--- config.mk ---
export PLATFORM = sky130hd
export DESIGN_NAME = pipe_stage_reg
export DESIGN_NICKNAME = d
export VERILOG_FILES = /design/src/rtl/pipe_stage_reg_pkg.sv /design/src/rtl/pipe_stage_reg_slot.sv /design/src/rtl/pipe_stage_reg.sv
export SDC_FILE = /design/constraint.sdc
export NUM_CORES = 1
export LEC_CHECK = 0
export ABC_AREA = 1
export CORE_MARGIN = 2
export CORE_UTILIZATION = 63
export DETAILED_ROUTE_END_ITERATION = 10
export DONT_BUFFER_PORTS = 1
export GPL_TIMING_DRIVEN = 0
export PLACE_DENSITY = 0.79
export SLEW_MARGIN = 20
export SYNTH_ARGS = -nofsm -noshare
export SYNTH_HDL_FRONTEND = slang
export SYNTH_SLANG_ARGS = --single-unit
export TNS_END_PERCENT = 1
--- constraint.sdc ---
create_clock -name clk -period 1.3 [get_ports clk]
set_input_delay 0.26 -clock clk [delete_from_list [all_inputs] [get_ports clk]]
set_output_delay 0.26 -clock clk [all_outputs]
set_load 0.05 [all_outputs]
--- src/rtl/pipe_stage_reg_pkg.sv ---
// Shared definitions for the pipeline-stage register and its future stage wrappers.
package pipe_stage_reg_pkg;

    localparam int unsigned PIPE_WIDTH = 32;

    // Fill state of the two-slot stage, decoded from {valid_s, valid_m}.
    typedef enum logic [1:0] {
        StEmpty   = 2'd0,
        StHalf    = 2'd1,
        StFull    = 2'd2,
        StIllegal = 2'd3
    } pipe_state_e;

    function automatic logic [1:0] fill_level(input logic valid_m, input logic valid_s);
        return {1'b0, valid_m} + {1'b0, valid_s};
    endfunction

endpackage

--- src/rtl/pipe_stage_reg_slot.sv ---
// One WIDTH-bit payload register with load enable and asynchronous reset to RESET_VAL.
module pipe_stage_reg_slot
    import pipe_stage_reg_pkg::*;
#(
    parameter int unsigned          WIDTH     = PIPE_WIDTH,
    parameter logic [WIDTH-1:0]     RESET_VAL = '0
) (
    input  logic             clk,
    input  logic             reset_n,
    input  logic             i_load,
    input  logic [WIDTH-1:0] i_data,
    output logic [WIDTH-1:0] o_data
);

    logic [WIDTH-1:0] r_data;

    always_ff @(posedge clk or negedge reset_n) begin
        if (!reset_n) begin
            r_data <= RESET_VAL;
        end else if (i_load) begin
            r_data <= i_data;
        end
    end

    assign o_data = r_data;

endmodule

--- src/rtl/pipe_stage_reg.sv ---
// Valid/ready pipeline-stage register with a 2-entry skid buffer and synchronous flush.
// Every output is driven straight from a flop, so out_ready never reaches in_ready combinationally.
module pipe_stage_reg
    import pipe_stage_reg_pkg::*;
#(
    parameter int unsigned          WIDTH     = PIPE_WIDTH,
    parameter logic [WIDTH-1:0]     RESET_VAL = '0
) (
    input  logic             clk,
    input  logic             reset_n,
    input  logic             flush,
    input  logic             in_valid,
    output logic             in_ready,
    input  logic [WIDTH-1:0] in_data,
    output logic             out_valid,
    input  logic             out_ready,
    output logic [WIDTH-1:0] out_data,
    output logic [1:0]       occupancy
);

    logic        r_valid_m;
    logic        r_valid_s;
    logic [1:0]  r_occupancy;

    pipe_state_e w_state;
    logic        w_in_fire;
    logic        w_out_fire;
    logic        w_valid_m_d;
    logic        w_valid_s_d;
    logic        w_load_m;
    logic        w_load_s;
    logic        w_m_from_s;

    logic [WIDTH-1:0] w_data_m;
    logic [WIDTH-1:0] w_data_s;
    logic [WIDTH-1:0] w_data_m_next;

    assign w_in_fire  = in_valid & ~r_valid_s;
    assign w_out_fire = r_valid_m & out_ready;

    always_comb begin
        unique case ({r_valid_s, r_valid_m})
            2'b00:   w_state = StEmpty;
            2'b01:   w_state = StHalf;
            2'b11:   w_state = StFull;
            default: w_state = StIllegal;
        endcase
    end

    always_comb begin
        w_valid_m_d = r_valid_m;
        w_valid_s_d = r_valid_s;
        w_load_m    = 1'b0;
        w_load_s    = 1'b0;
        w_m_from_s  = 1'b0;
        if (flush) begin
            // Squash clears only the valid bits; payload registers keep their contents.
            w_valid_m_d = 1'b0;
            w_valid_s_d = 1'b0;
        end else begin
            unique case (w_state)
                StEmpty: begin
                    if (w_in_fire) begin
                        w_valid_m_d = 1'b1;
                        w_load_m    = 1'b1;
                    end
                end
                StHalf: begin
                    if (w_in_fire && w_out_fire) begin
                        w_load_m = 1'b1;
                    end else if (w_in_fire) begin
                        w_valid_s_d = 1'b1;
                        w_load_s    = 1'b1;
                    end else if (w_out_fire) begin
                        w_valid_m_d = 1'b0;
                    end
                end
                StFull: begin
                    if (w_out_fire) begin
                        w_valid_s_d = 1'b0;
                        w_load_m    = 1'b1;
                        w_m_from_s  = 1'b1;
                    end
                end
                default: begin
                    w_valid_m_d = 1'b0;
                    w_valid_s_d = 1'b0;
                end
            endcase
        end
    end

    always_ff @(posedge clk or negedge reset_n) begin
        if (!reset_n) begin
            r_valid_m   <= 1'b0;
            r_valid_s   <= 1'b0;
            r_occupancy <= 2'd0;
        end else begin
            r_valid_m   <= w_valid_m_d;
            r_valid_s   <= w_valid_s_d;
            r_occupancy <= fill_level(w_valid_m_d, w_valid_s_d);
        end
    end

    assign w_data_m_next = w_m_from_s ? w_data_s : in_data;

    pipe_stage_reg_slot #(
        .WIDTH     (WIDTH),
        .RESET_VAL (RESET_VAL)
    ) u_slot_m (
        .clk     (clk),
        .reset_n (reset_n),
        .i_load  (w_load_m),
        .i_data  (w_data_m_next),
        .o_data  (w_data_m)
    );

    pipe_stage_reg_slot #(
        .WIDTH     (WIDTH),
        .RESET_VAL (RESET_VAL)
    ) u_slot_s (
        .clk     (clk),
        .reset_n (reset_n),
        .i_load  (w_load_s),
        .i_data  (in_data),
        .o_data  (w_data_s)
    );

    assign out_data  = w_data_m;
    assign out_valid = r_valid_m;
    assign in_ready  = ~r_valid_s;
    assign occupancy = r_occupancy;

endmodule

Word-level counts from Yosys, hierarchy flattened. Index checks and enable logic that the tools add are counted.

Word-level logic and storage cells: 39. Output and inout bits: 36. Register bits: 68. Input port bits: 37.

Multiplexer cells: 23. Reduce and logical (&&, ||, !) cells: 3. Equality and inequality tests: 4. Bitwise logic cells: 3. Add/subtract/negate cells: 1.

Operator list (number): 32-bit 2-to-1 mux (1); 1-bit 2-to-1 mux (18); 1-bit case mux with 3 select lines (3); 2-bit case mux with 3 select lines (1); 2-bit by 1-bit == test with 1-bit output, second input constant (2); 2-bit == test, second input constant (2); 2-bit zero test (2); 1-bit by 1-bit adder with 2-bit output (1); 1-bit bitwise AND (2); 1-bit logical AND (1); 1-bit inverter (1).

Logic depth before layout (Yosys ltp). Gate-level depths: netlist (run 1).

Depth after elaboration: 7. Mapped depth: 8. Mapped depth without buffers: 7.

Cells and area by module. From an unflattened synthesis (run 1), not the netlist that was laid out.

Cell total of the unflattened synthesis: 400. Area, all modules: 3254.4 um2.

By module, submodules not included: pipe_stage_reg_slot (area each 1292.5 um2, times used 2, sequential area each 800.8 um2, cells an instance 136); pipe_stage_reg (area each 669.4 um2, times used 1, sequential area each 100.1 um2, cells an instance 128).

Least setup slack after synthesis (run 1). No wires, ideal clock.

Kind: flip-flop to flip-flop. Start point: reg r_valid_m (netlist: out_valid). End point: reg u_slot_s.r_data[18] (netlist: u_slot_s.o_data[18]). Clock period less this slack: 1.534 ns. Required time: 1.183 ns. Buffers on the path: 1. Arrival time: 1.417 ns. Stages on the path, launching flop included: 7. Path slack: -0.234 ns. Setup time: 0.117 ns. Cells stage by stage: dfrtp_1 -> inv_1 -> nor2_4 -> nand4_4 -> buf_6 -> nand2_1 -> o21ai_2.

Longest elaborated chain between the ends: 5. Elaborated cells on any way between the ends: 10. Classes of those cells: eq/ne: 3; mux: 4; bitwise: 1; reduce/logical: 2.

RTL lines: start, declared (RTL line pipe_stage_reg.sv:21) `logic r_valid_m;`; start signal, assigned (RTL line pipe_stage_reg.sv:99) `r_valid_m <= w_valid_m_d;`; 2-bit == test, or another cell as far along (RTL line pipe_stage_reg.sv:42) `unique case ({r_valid_s, r_valid_m})`; 2-bit case mux with 3 select lines or 1-bit logical AND (tied branches) (RTL line pipe_stage_reg.sv:42, pipe_stage_reg.sv:69); 2-bit by 1-bit == test with 1-bit output or 1-bit 2-to-1 mux (tied branches) (RTL line pipe_stage_reg.sv:61, pipe_stage_reg.sv:69); 1-bit 2-to-1 mux (*) (RTL line pipe_stage_reg.sv:61) `unique case (w_state)`; 1-bit 2-to-1 mux (*) (RTL line pipe_stage_reg.sv:56) `if (flush) begin`; end signal, assigned (RTL line pipe_stage_reg_slot.sv:21) `r_data <= i_data;`; end, declared (RTL line pipe_stage_reg_slot.sv:15) `logic [WIDTH-1:0] r_data;`.

Mark *: on every way between the ends. The rest lies on a longest branch, timed or not. A chain may end at the register's enable or synchronous reset.

Worst setup path after layout (run 1).
Start point: reg r_valid_m (netlist: out_valid). End point: reg u_slot_m.r_data[21] (netlist: u_slot_m.o_data[21]).

Longest elaborated chain between the ends: 6. Elaborated cells on any way between the ends: 16. Classes of those cells: eq/ne: 4; mux: 8; bitwise: 1; reduce/logical: 3.

RTL lines: 2-bit == test, or another cell as far along (RTL line pipe_stage_reg.sv:42); 2-bit case mux with 3 select lines (RTL line pipe_stage_reg.sv:42); 2-bit == test (RTL line pipe_stage_reg.sv:61); 1-bit 2-to-1 mux (RTL line pipe_stage_reg.sv:61); 1-bit 2-to-1 mux (RTL line pipe_stage_reg.sv:56); 32-bit 2-to-1 mux (RTL line pipe_stage_reg.sv:105) `assign w_data_m_next = w_m_from_s ? w_data_s : in_data;`; end signal, assigned (RTL line pipe_stage_reg_slot.sv:21); end, declared (RTL line pipe_stage_reg_slot.sv:15).

Several ways; a longest one is shown, not always the timed one.

==> reports/results.txt, run 1 <==
Worst min path class -> input port to async pin
RSZ-0062 raised after global routing -> yes
Fraction of layout cells with a size suffix above 1 -> 21.96%
Buf/Inv on CP -> 4
Worst Setup Path Type -> flop to flop
Max stage delay on crit path -> 0.54 ns
WHS -> -0.3804 ns
Number of DRC markers in iteration 0 -> 226
Routability cong. -> 0.7919
Clock skew -> 0.007665 ns
Total CTS buffers -> 9
RR Startpoint -> out_valid$_DFF_PN0_
Pin count of the biggest net entering global routing -> 69
Commonest cells after routing, fill and taps aside -> nand2_1, dfrtp_1, inv_1, o21ai_2, nand3_1
WL final -> 7038 um
Reg2reg setup slack -> -0.21 ns
FF+latch count, synth -> 68
Fin nets -> 453
Synth top area share -> 51.09%
Port bufs -> 0
Ranking of synthesized cells by area -> dfrtp_1, nand2_1, o21ai_2
Clock power frac -> 26.9%
Critical Path RT -> 1.57 ns
Worst Setup End Kind -> flop
Final worst slack -> -0.2071 ns
Switch share -> 35.97%
DR WL/cell -> 14.39 um
Post-synthesis cell count -> 397
Drt drc -> 0
Sequential area share after synthesis -> 51.09%
Dpl ws -> -0.2559 ns
Status -> complete, but fails checks
Adder-cell area share of the yosys netlist -> 0.3757%
CTS tree -> done
Dpl cell area -> 0.003420 sq mm
Cell leakage power -> 2.072 nW
GRT Total Usage -> 25.64%
Rows -> 26
Most common cell after layout, fill and taps aside -> nand2_1
I/O pin count -> 73
DIE AREA -> 0.005884 sq mm
Synthesized net count -> 435
HPWL after DPL -> 4450 um
Xor and xnor area share after synthesis -> 0%
CP Cell Sequence -> inv_2 > nor2_4 > buf_4 > buf_4 > nor2_4 > buf_6 > nand2_1 > nand2_1
DR pass1 iterations -> 4
Vias in the first global route -> 2539
Largest family of logic cells by synthesized area -> simple AND/OR/NAND/NOR gates
Die H -> 76.71 um
NetSw -> 0.002044 W
Largest area contributor in the netlist -> dfrtp_1
Syn Std Cell Area -> 0.003331 sq mm
Critical-path top delay cell -> dfrtp_2
Routed via count -> 2576
Max Freq -> 663.5 MHz
H-tree levels -> 3
VDD IR max -> 1.042 mV
P_int -> 0.003639 W
Seq pwr share -> 60.0%
Clock sinks -> 68
Worst-Margin Slew -> 0.5209 ns
FF-to-FF path depth -> 8
Root Driver -> clkbuf_8
Die width -> 76.71 um
Final hold vios -> 68
Count of different cell masters after synthesis -> 16
Synthesis Warnings -> 0
Critical path arrival -> 1.77 ns
Setup TNS Final -> -11.48 ns
Pins Over Slew Limit -> 0
Crit path launch type -> flop
Grt ovf -> 0
Crit path max-delay family -> buffers and inverters
Post-route ant nets -> 0
Antenna violations before repair -> 0
Starting density of the core -> 65.21%
Slew headroom -> 65.27%
Cell area after layout -> 0.003692 sq mm
Syn avg cell area -> 8.390 sq um
Crit-path max FO -> 10
Area growth from synthesis to layout -> 10.86%
Total of max-cap violations -> 0
Core area -> 0.005107 sq mm
Crit share post-route -> 115.9%
Setup violators final -> 66
Total power -> 0.005683 W
Via/cell ratio -> 5.268
Failing checks -> negative hold slack, negative setup slack
First-pass GRT wire length -> 11940 um
Pwr Density -> 1539 mW/mm^2
Clock transition at path regs -> 0.07 ns
Post-synthesis simple-gate area fraction -> 30.09%
Logic gate share of total power -> 13.1%
Number of antenna cells inserted -> 0
RR Endpoint -> u_slot_m.o_data[21]$_DFFE_PN0P_
Post-synthesis mux area share -> 0%
Tmin final -> 1.507 ns
Synth Area in Compound Gates -> 8.415%
CTS max path bufs -> 2
Clk_lat worst skew -> 0.33 ns
## registers in the layout (all words and copies together), names as in the netlist
name,flops
u_slot_m.o_data,32
u_slot_s.o_data,32
occupancy,2
out_valid,1
r_valid_s,1
## layer usage
layer,share of wire [%],vias up,track usage (%),routed length (um)
met5,0,-,0,0
met4,1.4,0,8.182,102
met2,47,87,41.05,3292
li1,-,1250,-,-
met3,7.6,11,6.471,533
met1,44,1228,34.50,3110
## per-stage QoR
step	util, %	std cells
detailed placement	66.95	467
floorplan	-	397
global placement	66.95	467
CTS	71.97	489
finish	72.29	489
global route	72.29	489
## power groups by stage
stage	combinational, W	sequential, W	clock [W]
global route	0.000857	0.00346	0.00163
CTS	0.000748	0.00340	0.00154
finish	0.000746	0.00341	0.00153
floorplan	0.000614	0.00338	0
global placement	0.000679	0.00342	0
detailed placement	0.000713	0.00344	0
## kinds of logic after synthesis
group	count (synthesis)
AND/OR/NAND/NOR	238
flip-flops	68
buffers and inverters	58
AO/OA/AOI/OAI	32
adder cells (fa/ha/maj)	1
## what timing repair did
action / in CTS / in global routing
gates resized for setup: 11 / 7
hold endpoints to repair: 68 / 68
setup buffers: 4 / 0
gates cloned: 3 / 0
pin swaps: 3 / 1
endpoints found under the setup margin: 65 / 66
## area by class of cell
cell class                 count  area (sq um)
sequential                    68          1703
fill                         422          1415
multi-input combinational    272          1329
buffer                        21         214.0
clock buffer                  13         158.9
inverter                      37         143.9
tap                           70         87.58
timing repair buffer           6         46.29
clock inverter                 2         10.01
## Yosys cell counts
library cell / count
buf_4: 6
inv_2: 4
inv_1: 33
nand2_1: 196
dfrtp_1: 68
o21ai_2: 32
ha_1: 1
buf_2: 3
nand3b_4: 1
nor2_1: 2
nand2_4: 1
nand2_2: 2
nand3_1: 32
buf_6: 12
nor2_4: 3
nand4_4: 1
## how the worst max path moves through the flow
| stage | from | endpoint | slack, ns | cells past startpoint |
|---|---|---|---|---|
| 3_3_place_gp | out_valid$_DFF_PN0_ | u_slot_s.o_data[18]$_DFFE_PN0P_ | -0.22 | 6 |
| 2_1_floorplan | out_valid$_DFF_PN0_ | u_slot_s.o_data[18]$_DFFE_PN0P_ | -0.08 | 6 |
| 3_5_place_dp | out_valid$_DFF_PN0_ | u_slot_s.o_data[23]$_DFFE_PN0P_ | -0.26 | 6 |
| 6_report | out_valid$_DFF_PN0_ | u_slot_m.o_data[21]$_DFFE_PN0P_ | -0.21 | 8 |
| 5_1_grt | out_valid$_DFF_PN0_ | u_slot_s.o_data[23]$_DFFE_PN0P_ | -0.26 | 6 |
| 4_1_cts | out_valid$_DFF_PN0_ | u_slot_m.o_data[12]$_DFFE_PN0P_ | -0.20 | 8 |
Power figures use the tool's default switching activity.
==> run 2: changes to the inputs <==
Settings changed: CORE_UTILIZATION 63 to 51, DONT_BUFFER_PORTS 1 to default, HOLD_SLACK_MARGIN from default to 0.02, PLACE_DENSITY 0.79 to 0.8.
==> reports/results.txt, run 2 (synthesis gave the netlist of run 1 again) <==
Reg2reg setup slack -> 0 ns (+0.21 ns)
Routability cong. -> 0.7859 (-0.76%)
Pins Over Slew Limit -> 0 (unchanged)
DR WL/cell -> 13.35 um (-7.2%)
CTS tree -> done
CP Cell Sequence -> clkdlybuf4s18_2
Drt drc -> 0 (unchanged)
Critical-path top delay cell -> dfrtp_1
Commonest cells after routing, fill and taps aside -> nand2_1, dfrtp_1, clkdlybuf4s50_1
Pwr Density -> 1410 mW/mm^2 (-8.4%)
Max Freq -> 750.4 MHz (+13%)
DR pass1 iterations -> 4 (unchanged)
Tmin final -> 1.333 ns (-0.1746 ns)
First-pass GRT wire length -> 12800 um (+7.2%)
VDD IR max -> 0.7983 mV (-23%)
Fraction of layout cells with a size suffix above 1 -> 30.78% (+8.8 points)
Starting density of the core -> 52.45% (-13 points)
Slew headroom -> 71.15% (+5.9 points)
CTS max path bufs -> 2 (unchanged)
WL final -> 7665 um (+8.9%)
Number of antenna cells inserted -> 0 (unchanged)
DIE AREA -> 0.007194 sq mm (+22%)
Total of max-cap violations -> 0 (unchanged)
Critical Path RT -> 1.04 ns (-0.53 ns)
Clock transition at path regs -> 0.08 ns (about the same)
Die width -> 84.82 um (+11%)
Failing checks -> negative setup slack
Clock skew -> 0.01090 ns (+0.003238 ns)
Area growth from synthesis to layout -> 32.72%
Clk_lat worst skew -> 0.34 ns (about the same)
Dpl ws -> -0.3892 ns (-0.1333 ns)
Via/cell ratio -> 4.930 (-6.4%)
Total CTS buffers -> 9 (unchanged)
H-tree levels -> 3 (unchanged)
Final worst slack -> -0.03254 ns (+0.1746 ns)
Critical path arrival -> 1.07 ns (-0.70 ns)
I/O pin count -> 73 (unchanged)
Crit path max-delay family -> flip-flops
Fin nets -> 530 (+17%)
Grt ovf -> 0 (unchanged)
GRT Total Usage -> 22.05% (-3.6 points)
Crit path launch type -> flop
Crit-path max FO -> 2 (-8)
Setup violators final -> 7 (-89%)
RSZ-0062 raised after global routing -> yes
Rows -> 29 (+12%)
Most common cell after layout, fill and taps aside -> nand2_1
Port bufs -> 72 (+72)
Core area -> 0.006350 sq mm (+24%)
Buf/Inv on CP -> 1 (-3)
Filler cells -> 510 (+21%)
Worst Setup Path Type -> flop to output pin
Vias in the first global route -> 2767 (+9.0%)
Clock sinks -> 68 (unchanged)
HPWL after DPL -> 5086 um (+14%)
Antenna violations before repair -> 0 (unchanged)
Worst min path class -> input port to flop
Pin count of the biggest net entering global routing -> 38 (-45%)
Final hold vios -> 0 (-100%)
Root Driver -> clkbuf_8
Die H -> 84.82 um (+11%)
Worst-Margin Slew -> 0.4328 ns (-0.08819 ns)
Crit share post-route -> 102.5% (-13 points)
Setup TNS Final -> -0.08742 ns (+11.39 ns)
Worst Setup End Kind -> output pin
Post-route ant nets -> 0 (unchanged)
Status -> complete, but fails checks
Max stage delay on crit path -> 0.39 ns (-0.15 ns)
Number of DRC markers in iteration 0 -> 193 (-15%)
Routed via count -> 2830 (+9.9%)
Cell leakage power -> 2.433 nW (+17%)
-- run 2: path summary, 6_finish.rpt --
path / start / to / cells past startpoint
worst max-delay path: u_slot_m.o_data[23]$_DFFE_PN0P_ / out_data[23] / 1
worst min-delay path: in_valid / r_valid_s$_DFF_PN0_ / 3
worst max register to register: r_valid_s$_DFF_PN0_ / u_slot_m.o_data[14]$_DFFE_PN0P_ / 9
worst min register to register: u_slot_m.o_data[9]$_DFFE_PN0P_ / u_slot_m.o_data[9]$_DFFE_PN0P_ / 2
max in group asynchronous: reset_n / u_slot_s.o_data[14]$_DFFE_PN0P_ / 3
min in group asynchronous: reset_n / occupancy[0]$_DFF_PN0_ / 2
-- run 2: area by class of cell --
class	instances	area (sq um)	area share [%]
clock buffers	12	165.2	3.736
flip-flops and latches	68	1703	38.52
well taps	77	96.34	2.179
multi-input cells	271	1360	30.77
clock inverters	4	22.52	0.5095
plain buffers	21	212.7	4.812
inverters	37	138.9	3.142
repair buffers	84	721.9	16.33
-- run 2: metal layers --
metal	wire, um	GRT usage, %	vias up
li1	-	-	1405
met1	3446	30.87	1328
met2	3795	34.65	87
met3	325	3.016	10
met4	98	9.668	0
met5	0	0	-
-- run 2: what timing repair did --
action | 4_1_cts | 5_1_grt
endpoints found under the setup margin | 86 | 92
hold buffers | 1 | 0
hold endpoints to repair | 31 | 0
gates resized for setup | 127 | 76
buffers inserted | 0 | 7
gates cloned | 0 | 3
pin swaps | 0 | 5
-- run 2: through the flow --
| stage | area [sq um] | instances | total power (W) | utilization, % | hold WS (ns) |
|---|---|---|---|---|---|
| after floorplan | 3332 | 397 | 0.003991 | - | -0.03559 |
| after global placement | 4149 | 546 | 0.004618 | 65.34 | 0.4609 |
| after detailed placement | 4167 | 547 | 0.004683 | 65.62 | 0.2299 |
| after CTS | 4377 | 564 | 0.006258 | 68.93 | 0.4057 |
| after global routing | 4420 | 574 | 0.006564 | 69.62 | 0.3626 |
| final | 4420 | 574 | 0.006231 | 69.62 | 0.3331 |
-- run 2: power by group --
| group | internal [W] | switching (W) | total, W |
|---|---|---|---|
| combinational | 0.000617 | 0.00120 | 0.00182 |
| sequential | 0.00253 | 0.000248 | 0.00278 |
| clock | 0.000839 | 0.000795 | 0.00163 |
